===== src/rtl/ex_flag_stage.sv =====
// ex_flag_stage: execute-stage back end behind ARMALU.
// It buffers the ALU result together with its branch decision and holds the
// architectural NZCV register.
// Build option EX_FLAG_SKID_EN: when it is defined, the buffer is a 2-entry skid
// FIFO, and in_ready comes from registered state only. When it is undefined,
// the buffer is a single-entry register, and in_ready passes out_ready through.
module ex_flag_stage #(
    parameter int WIDTH = 64
) (
    input  logic             clk,
    input  logic             reset_n,
    input  logic             in_valid,
    output logic             in_ready,
    input  logic [WIDTH-1:0] alu_result,
    input  logic             alu_negative,
    input  logic             alu_zero,
    input  logic             alu_overflow,
    input  logic             alu_carry_out,
    input  logic             set_flags,
    input  logic             is_bcond,
    input  logic             is_cbz,
    input  logic             is_cbnz,
    input  logic [3:0]       cond,
    output logic             out_valid,
    input  logic             out_ready,
    output logic [WIDTH-1:0] out_result,
    output logic             out_taken,
    output logic [3:0]       flags_q
);

    // B.cond truth table over committed flags {N,Z,C,V}
    function automatic logic cond_pass(input logic [3:0] f, input logic [3:0] c);
        logic n, z, cy, v;
        logic r;
        n  = f[3];
        z  = f[2];
        cy = f[1];
        v  = f[0];
        case (c)
            4'd0:    r = z;
            4'd1:    r = !z;
            4'd2:    r = cy;
            4'd3:    r = !cy;
            4'd4:    r = n;
            4'd5:    r = !n;
            4'd6:    r = v;
            4'd7:    r = !v;
            4'd8:    r = cy && !z;
            4'd9:    r = !(cy && !z);
            4'd10:   r = (n == v);
            4'd11:   r = (n != v);
            4'd12:   r = !z && (n == v);
            4'd13:   r = !(!z && (n == v));
            default: r = 1'b1;
        endcase
        return r;
    endfunction

    logic rdy_en;
    logic push;
    logic pop;
    logic taken_p0;

    assign push = in_valid && in_ready;
    assign pop  = out_valid && out_ready;

    // Branch decision for the incoming beat; B.cond sees flags before this beat's commit
    always_comb begin
        taken_p0 = 1'b0;
        if (is_cbz)
            taken_p0 = alu_zero;
        else if (is_cbnz)
            taken_p0 = !alu_zero;
        else if (is_bcond)
            taken_p0 = cond_pass(flags_q, cond);
    end

    // NZCV register: commits only on accepted flag-setting beats
    always_ff @(posedge clk or negedge reset_n) begin
        if (!reset_n)
            flags_q <= 4'b0000;
        else if (push && set_flags)
            flags_q <= {alu_negative, alu_zero, alu_carry_out, alu_overflow};
    end

    // Holds in_ready low through reset and until the first edge after release
    always_ff @(posedge clk or negedge reset_n) begin
        if (!reset_n)
            rdy_en <= 1'b0;
        else
            rdy_en <= 1'b1;
    end

`ifdef EX_FLAG_SKID_EN
    logic [1:0]       count_p1;
    logic [WIDTH-1:0] head_result_p1;
    logic [WIDTH-1:0] tail_result_p1;
    logic             head_taken_p1;
    logic             tail_taken_p1;

    assign in_ready   = rdy_en && (count_p1 != 2'd2);
    assign out_valid  = (count_p1 != 2'd0);
    assign out_result = head_result_p1;
    assign out_taken  = head_taken_p1;

    // Two-slot FIFO: head is always the oldest entry, tail shifts forward on pop
    always_ff @(posedge clk or negedge reset_n) begin
        if (!reset_n) begin
            count_p1       <= 2'd0;
            head_result_p1 <= '0;
            tail_result_p1 <= '0;
            head_taken_p1  <= 1'b0;
            tail_taken_p1  <= 1'b0;
        end else begin
            case ({push, pop})
                2'b10: begin
                    if (count_p1 == 2'd0) begin
                        head_result_p1 <= alu_result;
                        head_taken_p1  <= taken_p0;
                    end else begin
                        tail_result_p1 <= alu_result;
                        tail_taken_p1  <= taken_p0;
                    end
                    count_p1 <= count_p1 + 2'd1;
                end
                2'b01: begin
                    head_result_p1 <= tail_result_p1;
                    head_taken_p1  <= tail_taken_p1;
                    count_p1       <= count_p1 - 2'd1;
                end
                2'b11: begin
                    if (count_p1 == 2'd1) begin
                        head_result_p1 <= alu_result;
                        head_taken_p1  <= taken_p0;
                    end else begin
                        head_result_p1 <= tail_result_p1;
                        head_taken_p1  <= tail_taken_p1;
                        tail_result_p1 <= alu_result;
                        tail_taken_p1  <= taken_p0;
                    end
                end
                default: ;
            endcase
        end
    end
`else
    logic             valid_p1;
    logic [WIDTH-1:0] head_result_p1;
    logic             head_taken_p1;

    assign in_ready   = rdy_en && (!valid_p1 || out_ready);
    assign out_valid  = valid_p1;
    assign out_result = head_result_p1;
    assign out_taken  = head_taken_p1;

    // Single pipeline register; a pop and a push in the same beat replace the entry
    always_ff @(posedge clk or negedge reset_n) begin
        if (!reset_n) begin
            valid_p1       <= 1'b0;
            head_result_p1 <= '0;
            head_taken_p1  <= 1'b0;
        end else if (push) begin
            valid_p1       <= 1'b1;
            head_result_p1 <= alu_result;
            head_taken_p1  <= taken_p0;
        end else if (pop) begin
            valid_p1 <= 1'b0;
        end
    end
`endif

endmodule


===== config.mk =====
export PLATFORM = sky130hd
export DESIGN_NAME = ex_flag_stage
export DESIGN_NICKNAME = d
export VERILOG_FILES = /design/src/rtl/ex_flag_stage.sv
export SDC_FILE = /design/constraint.sdc
export NUM_CORES = 1
export LEC_CHECK = 0
export CAP_MARGIN = 20
export CORE_ASPECT_RATIO = 1.75
export CORE_MARGIN = 4
export CORE_UTILIZATION = 25
export DETAILED_ROUTE_END_ITERATION = 10
export PLACE_DENSITY = 0.64
export SLEW_MARGIN = 5
export SYNTH_ARGS = -nofsm -noshare
export SYNTH_HDL_FRONTEND = slang
export SYNTH_SLANG_ARGS = --single-unit

===== constraint.sdc =====
create_clock -name clk -period 1.3 [get_ports clk]
set_input_delay 0.26 -clock clk [delete_from_list [all_inputs] [get_ports clk]]
set_output_delay 0.26 -clock clk [all_outputs]
set_load 0.01 [all_outputs]

==> results of run 1 <==
## cells by family (layout without fill, tap and decap cells)
kind of cell,count (synthesis),in the layout,share of synthesized area (%)
other cells,1,1,0.1305
mux,7,7,2.612
xor+xnor,4,4,1.698
buf+inv,16,182,3.221
compound gates,7,7,2.177
simple gates,208,208,28.34
flops,71,71,61.82
## through the flow
stage          power (W)  utilization, %  worst slack (ns)  cells
6_report        0.006970           43.90          -0.03402    612
5_1_grt         0.007369           43.90          -0.06437    612
3_3_place_gp    0.004603           41.01           -0.4968    594
2_1_floorplan   0.003438               -           0.02505    314
4_1_cts         0.007082           43.37          -0.07466    612
3_5_place_dp    0.004647           41.01           -0.4726    594
## state kept, by name, summed over array words and instances, names as in the netlist
name and flops:
out_result 64, flags_q 4, out_taken 1, out_valid 1, rdy_en 1
## cell usage after synthesis
| master | count |
|---|---|
| buf_6 | 1 |
| a32oi_1 | 1 |
| and3b_1 | 1 |
| inv_1 | 1 |
| and2_1 | 1 |
| nand4b_1 | 1 |
| buf_2 | 9 |
| dfrtp_1 | 71 |
| nor3_1 | 1 |
| a21o_2 | 1 |
| nand2_1 | 196 |
| nor2_1 | 1 |
| clkbuf_1 | 3 |
| mux2i_1 | 3 |
| o21a_1 | 1 |
| o311ai_0 | 1 |
| a221oi_1 | 1 |
| xor2_1 | 2 |
| xnor2_1 | 1 |
| o311a_1 | 1 |
| and3_1 | 1 |
| nand2b_1 | 2 |
| a221o_1 | 1 |
| xnor3_1 | 1 |
| mux2_2 | 4 |
| nor3b_1 | 3 |
| conb_1 | 1 |
| buf_4 | 1 |
| nand3_1 | 1 |
| clkbuf_8 | 1 |
## where the power goes
part,switching (W),leakage [nW],internal (W),total [W]
combinational,0.000753,1.52,0.000842,0.00159
clock,0.000879,0.156,0.00173,0.00261
sequential,0.000199,0.877,0.00257,0.00277
## final timing paths
| kind | startpoint | end | cells after the start |
|---|---|---|---|
| hold / removal | cond[3] | out_taken | 3 |
| setup reg to reg | flags_q[3] | out_taken | 4 |
| max in group asynchronous | reset_n | out_result[25] | 3 |
| setup / recovery | flags_q[3] | out_taken | 4 |
| hold reg to reg | out_result[50] | out_result[50] | 2 |
| min in group asynchronous | reset_n | flags_q[0] | 3 |
## layer usage
metal | vias up | wire length [um] | share of wire, %
met2 | 92 | 4693 | 56
li1 | 1292 | - | -
met4 | 0 | 146 | 1.7
met1 | 1182 | 2958 | 35
met3 | 9 | 596 | 7.1
met5 | - | 0 | 0
## critical path: cells and delay by family, from the launching register on
family,cells,cell delay (ns)
simple gates,1,0.10
xor+xnor,1,0.37
compound gates,2,0.28
flops,1,0.44
## area by class of cell
class                   instances  area (sq um)  share of cell area (%)
multi-input cells             227          1054                   21.49
clock buffers                  11         242.7                   4.952
inverters                       1         3.754                 0.07657
flip-flops and latches         71          1778                   36.27
well taps                     132         165.2                   3.369
clock inverters                 5         81.33                   1.659
repair buffers                165          1578                   32.18
## what timing repair did
action,CTS,global route
hold endpoints to repair,71,0
resized for setup,88,14
setup buffers,1,0
hold buffers,1,0
pin swaps,0,2
setup endpoints to repair,113,61
==> summary.txt, run 1 <==
CP max-delay cell -> dfrtp_2
total track usage -> 12.45%
failing checks -> setup timing
final worst slack -> -0.03402 ns
Clock Tree Buf Depth -> 2
Area growth syn-to-layout -> 70.57%
met1 usage -> 12.94%
fraction of layout cells with a size suffix above 1 -> 10.00%
fin crit period -> 1.334 ns
status -> complete, but fails checks
IO Port Bufs -> 150
crit-path cells -> xnor3_1 > nand4b_1 > o311a_1 > a32oi_1
synthesized instance count -> 314
CP required -> 1.48 ns
Final Cycle Share -> 102.6%
GR Layer Usage met2 -> 23.44%
Cell variety after synth -> 30
crit end category -> register
htree depth -> 3
GR peak layer -> met2
Crit Path Max Fanout -> 5
Seq cells post-synth -> 71
Layout Skew -> 0.007782 ns
leak pwr -> 2.553 nW
Mapped Area -> 0.002874 sq mm
slowest cell delay on critical path -> 0.44 ns
synth top area cells -> dfrtp_1, nand2_1, buf_2
net count of the finished layout -> 555
top cell type's share of synthesized area -> 61.82%
clk_lat worst skew -> 0.32 ns
M3 GR Usage -> 2.975%
die area -> 0.01334 sq mm
# diodes -> 0
register area share after synthesis -> 61.82%
path type of the worst min-delay path -> in -> reg
Setup-failing EPs final -> 2
antenna-violating nets left -> 0
Initial DRC Count -> 99
HPWL Detailed -> 6565 um
Worst setup SP type -> register
FF-to-FF setup slack -> -0.03 ns
Initial Utilization -> 25.74%
most frequent cells in the layout -> nand2_1, clkdlybuf4s50_1, dfrtp_1, dlygate4sd2_1, buf_4
largest area contributor in the netlist -> dfrtp_1
Vias -> 2575
first-pass GRT wire length -> 12750 um
CTS Buf Count -> 9
Post-Synthesis Mean Instance Area -> 9.153 sq um
CTS tree -> yes
setup TNS -> -0.05996 ns
DP Area -> 0.004579 sq mm
row count -> 51
final slew viol count -> 0
DR vias/cell -> 4.208
Mapped Nets -> 394
antenna violations before repair -> 0
total gr overflow -> 0
core area -> 0.01117 sq mm
Fillers -> 1115
clk slew on worst S/H paths -> 0.06 ns
CTS Root Cell -> clkbuf_16
kind of critical path -> reg -> reg
Synth Warn # -> 0
DRC -> 0
Max Cap Viol -> 0
most common cell after layout, fill and taps aside -> nand2_1
placer congestion estimate -> 0.6942
clock sink count -> 71
die width -> 89.05 um
Peak VDD IR -> 0.0008032 V
maximum clock rate -> 0.7496 GHz
hold_ws -> 0.3988 ns
Boundary Pins -> 151
PwrDens -> 1422 mW/mm^2
largest net degree at the start of global routing -> 46
vias in the first global route -> 2674
die height -> 149.8 um
CP arrival -> 1.52 ns
RSZ-0062 raised after global routing -> true
Final Cell Area -> 0.004902 sq mm
WL per Instance -> 13.72 um
Final Hold Vio Count -> 0
first drt pass iteration count -> 4
Routed WL -> 8394 um
(Power assumes the default switching activity.)
==> inputs of run 2 (changes only) <==
Settings changed: CORE_ASPECT_RATIO 1.75 to 1.2, CORE_MARGIN 4 to not set.
==> summary.txt, run 2 (same netlist as run 1, synthesis figures left out) <==
status -> complete, but fails checks
failing checks -> setup timing
Crit Path Max Fanout -> 4 (-1)
fin crit period -> 1.327 ns (-0.007116 ns)
Fillers -> 1083 (-2.9%)
first-pass GRT wire length -> 13740 um (+7.7%)
# diodes -> 0 (unchanged)
PwrDens -> 1431 mW/mm^2 (+0.62%)
final worst slack -> -0.02690 ns (+0.007116 ns)
most common cell after layout, fill and taps aside -> nand2_1
Largest register FFs -> 64 (unchanged)
slowest cell delay on critical path -> 0.39 ns (-0.05 ns)
Max Cap Viol -> 0 (unchanged)
post-place setup slack -> -0.4930 ns (-0.02046 ns)
vias in the first global route -> 2830 (+5.8%)
Layout Skew -> 0.004144 ns (-0.003638 ns)
Worst setup SP type -> register
Initial DRC Count -> 98 (-1.0%)
total track usage -> 14.91% (+2.5 points)
Final Cell Area -> 0.005064 sq mm (+3.3%)
CTS tree -> yes
die height -> 119.5 um (-20%)
antenna violations before repair -> 0 (unchanged)
htree depth -> 3 (unchanged)
CTS Root Cell -> clkbuf_16
core area -> 0.01109 sq mm (-0.71%)
largest net degree at the start of global routing -> 27 (-41%)
DRC -> 0 (unchanged)
clock sink count -> 71 (unchanged)
Final Hold Vio Count -> 0 (unchanged)
Peak VDD IR -> 0.0006757 V (-16%)
clk slew on worst S/H paths -> 0.06 ns (about the same)
total gr overflow -> 0 (unchanged)
CP max-delay cell -> dfrtp_1
Routed WL -> 8565 um (+2.0%)
RSZ-0062 raised after global routing -> true
CP delay by family, top -> flip-flops
WL per Instance -> 13.36 um (-2.6%)
Boundary Pins -> 151 (unchanged)
Clock Tree Buf Depth -> 2 (unchanged)
met1 WL -> 3712 um (+25%)
CP required -> 1.04 ns (-0.44 ns)
Vias -> 2654 (+3.1%)
WP buf/inv -> 1 (+1)
row count -> 42 (-18%)
maximum clock rate -> 0.7536 GHz (+0.54%)
Initial Utilization -> 25.92% (+0.18 points)
crit-path cells -> nand2b_4 > and2_4 > buf_6
Final Cycle Share -> 102.1% (-0.55 points)
kind of critical path -> reg -> out
die width -> 99.88 um (+12%)
non-filler cells, final -> 641 (+4.7%)
fraction of layout cells with a size suffix above 1 -> 11.50% (+1.5 points)
placer congestion estimate -> 0.7865 (+13%)
Inst Count DP -> 617 (+3.9%)
first drt pass iteration count -> 4 (unchanged)
most frequent cells in the layout -> nand2_1, clkdlybuf4s50_1, dfrtp_1, dlygate4sd2_1, buf_4
CTS Buf Count -> 9 (unchanged)
setup TNS -> -0.04937 ns (+0.01059 ns)
net count of the finished layout -> 562 (+1.3%)
uppermost routed layer -> met4
DR vias/cell -> 4.140 (-1.6%)
crit end category -> primary output
antenna-violating nets left -> 0 (unchanged)
HPWL Detailed -> 5942 um (-9.5%)
IO Port Bufs -> 150 (unchanged)
die area -> 0.01193 sq mm (-11%)
leak pwr -> 2.628 nW (+3.0%)
Setup-failing EPs final -> 2 (unchanged)
CP arrival -> 1.07 ns (-0.45 ns)
DR WL met3 -> 649 um (+8.9%)
DP Area -> 0.004652 sq mm (+1.6%)
final slew viol count -> 0 (unchanged)
path type of the worst min-delay path -> in -> reg
Area growth syn-to-layout -> 76.19%
met2 routed WL -> 4068 um (-13%)
clk_lat worst skew -> 0.32 ns (about the same)
## run 2: layer usage
layer,GRT usage (%),vias to the layer above
met3,4.577,11
met5,0,-
met4,5.790,0
met2,24.61,100
li1,-,1310
met1,18.03,1233
## run 2: path summary, 6_finish.rpt
path,slack (ns),cells after the start,to,from
setup / recovery,-0.03,3,in_ready,out_valid
hold / removal,0.34,4,out_valid,out_ready
setup reg to reg,0,4,out_taken,flags_q[3]
hold reg to reg,0.46,2,out_result[22],out_result[22]
max in group asynchronous,0.45,3,out_result[54],reset_n
min in group asynchronous,0.39,2,out_result[7],reset_n
## run 2: tightest hold or removal path: stages
cell and delay (ns):
dlymetal6s2s_1 0.09, nand2b_4 0.14, buf_4 0.10, nand2_1 0.04
## run 2: layout make-up
cell class | count | area (sq um) | share of cell area [%]
Sequential cell | 71 | 1779 | 35.14
Timing Repair Buffer | 172 | 1702 | 33.61
Multi-Input combinational cell | 227 | 1040 | 20.53
Clock buffer | 10 | 239.0 | 4.720
Tap cell | 154 | 192.7 | 3.805
Clock inverter | 6 | 107.6 | 2.125
Inverter | 1 | 3.754 | 0.07413
## run 2: report_power, final
part | total [W] | internal, W | switching [W]
clock | 0.00283 | 0.00192 | 0.000908
combinational | 0.00165 | 0.000882 | 0.000764
sequential | 0.00277 | 0.00257 | 0.000205
## run 2: stage by stage
| step | total power, W | util (%) | hold WS, ns |
|---|---|---|---|
| final | 0.007244 | 45.67 | 0.3424 |
| after global routing | 0.007637 | 45.67 | 0.3362 |
| after CTS | 0.007318 | 44.93 | 0.3843 |
| after detailed placement | 0.004650 | 41.95 | 0.1956 |
| after global placement | 0.004605 | 41.95 | 0.1857 |
| after floorplan | 0.003438 | - | -0.03559 |
## run 2: repair_timing
action                     4_1_cts  5_1_grt
setup endpoints to repair      123       45
buffers inserted                 2        2
gates resized for setup         89       13
hold endpoints to repair        21        0
gates cloned                     1        2
hold buffers                     1        0
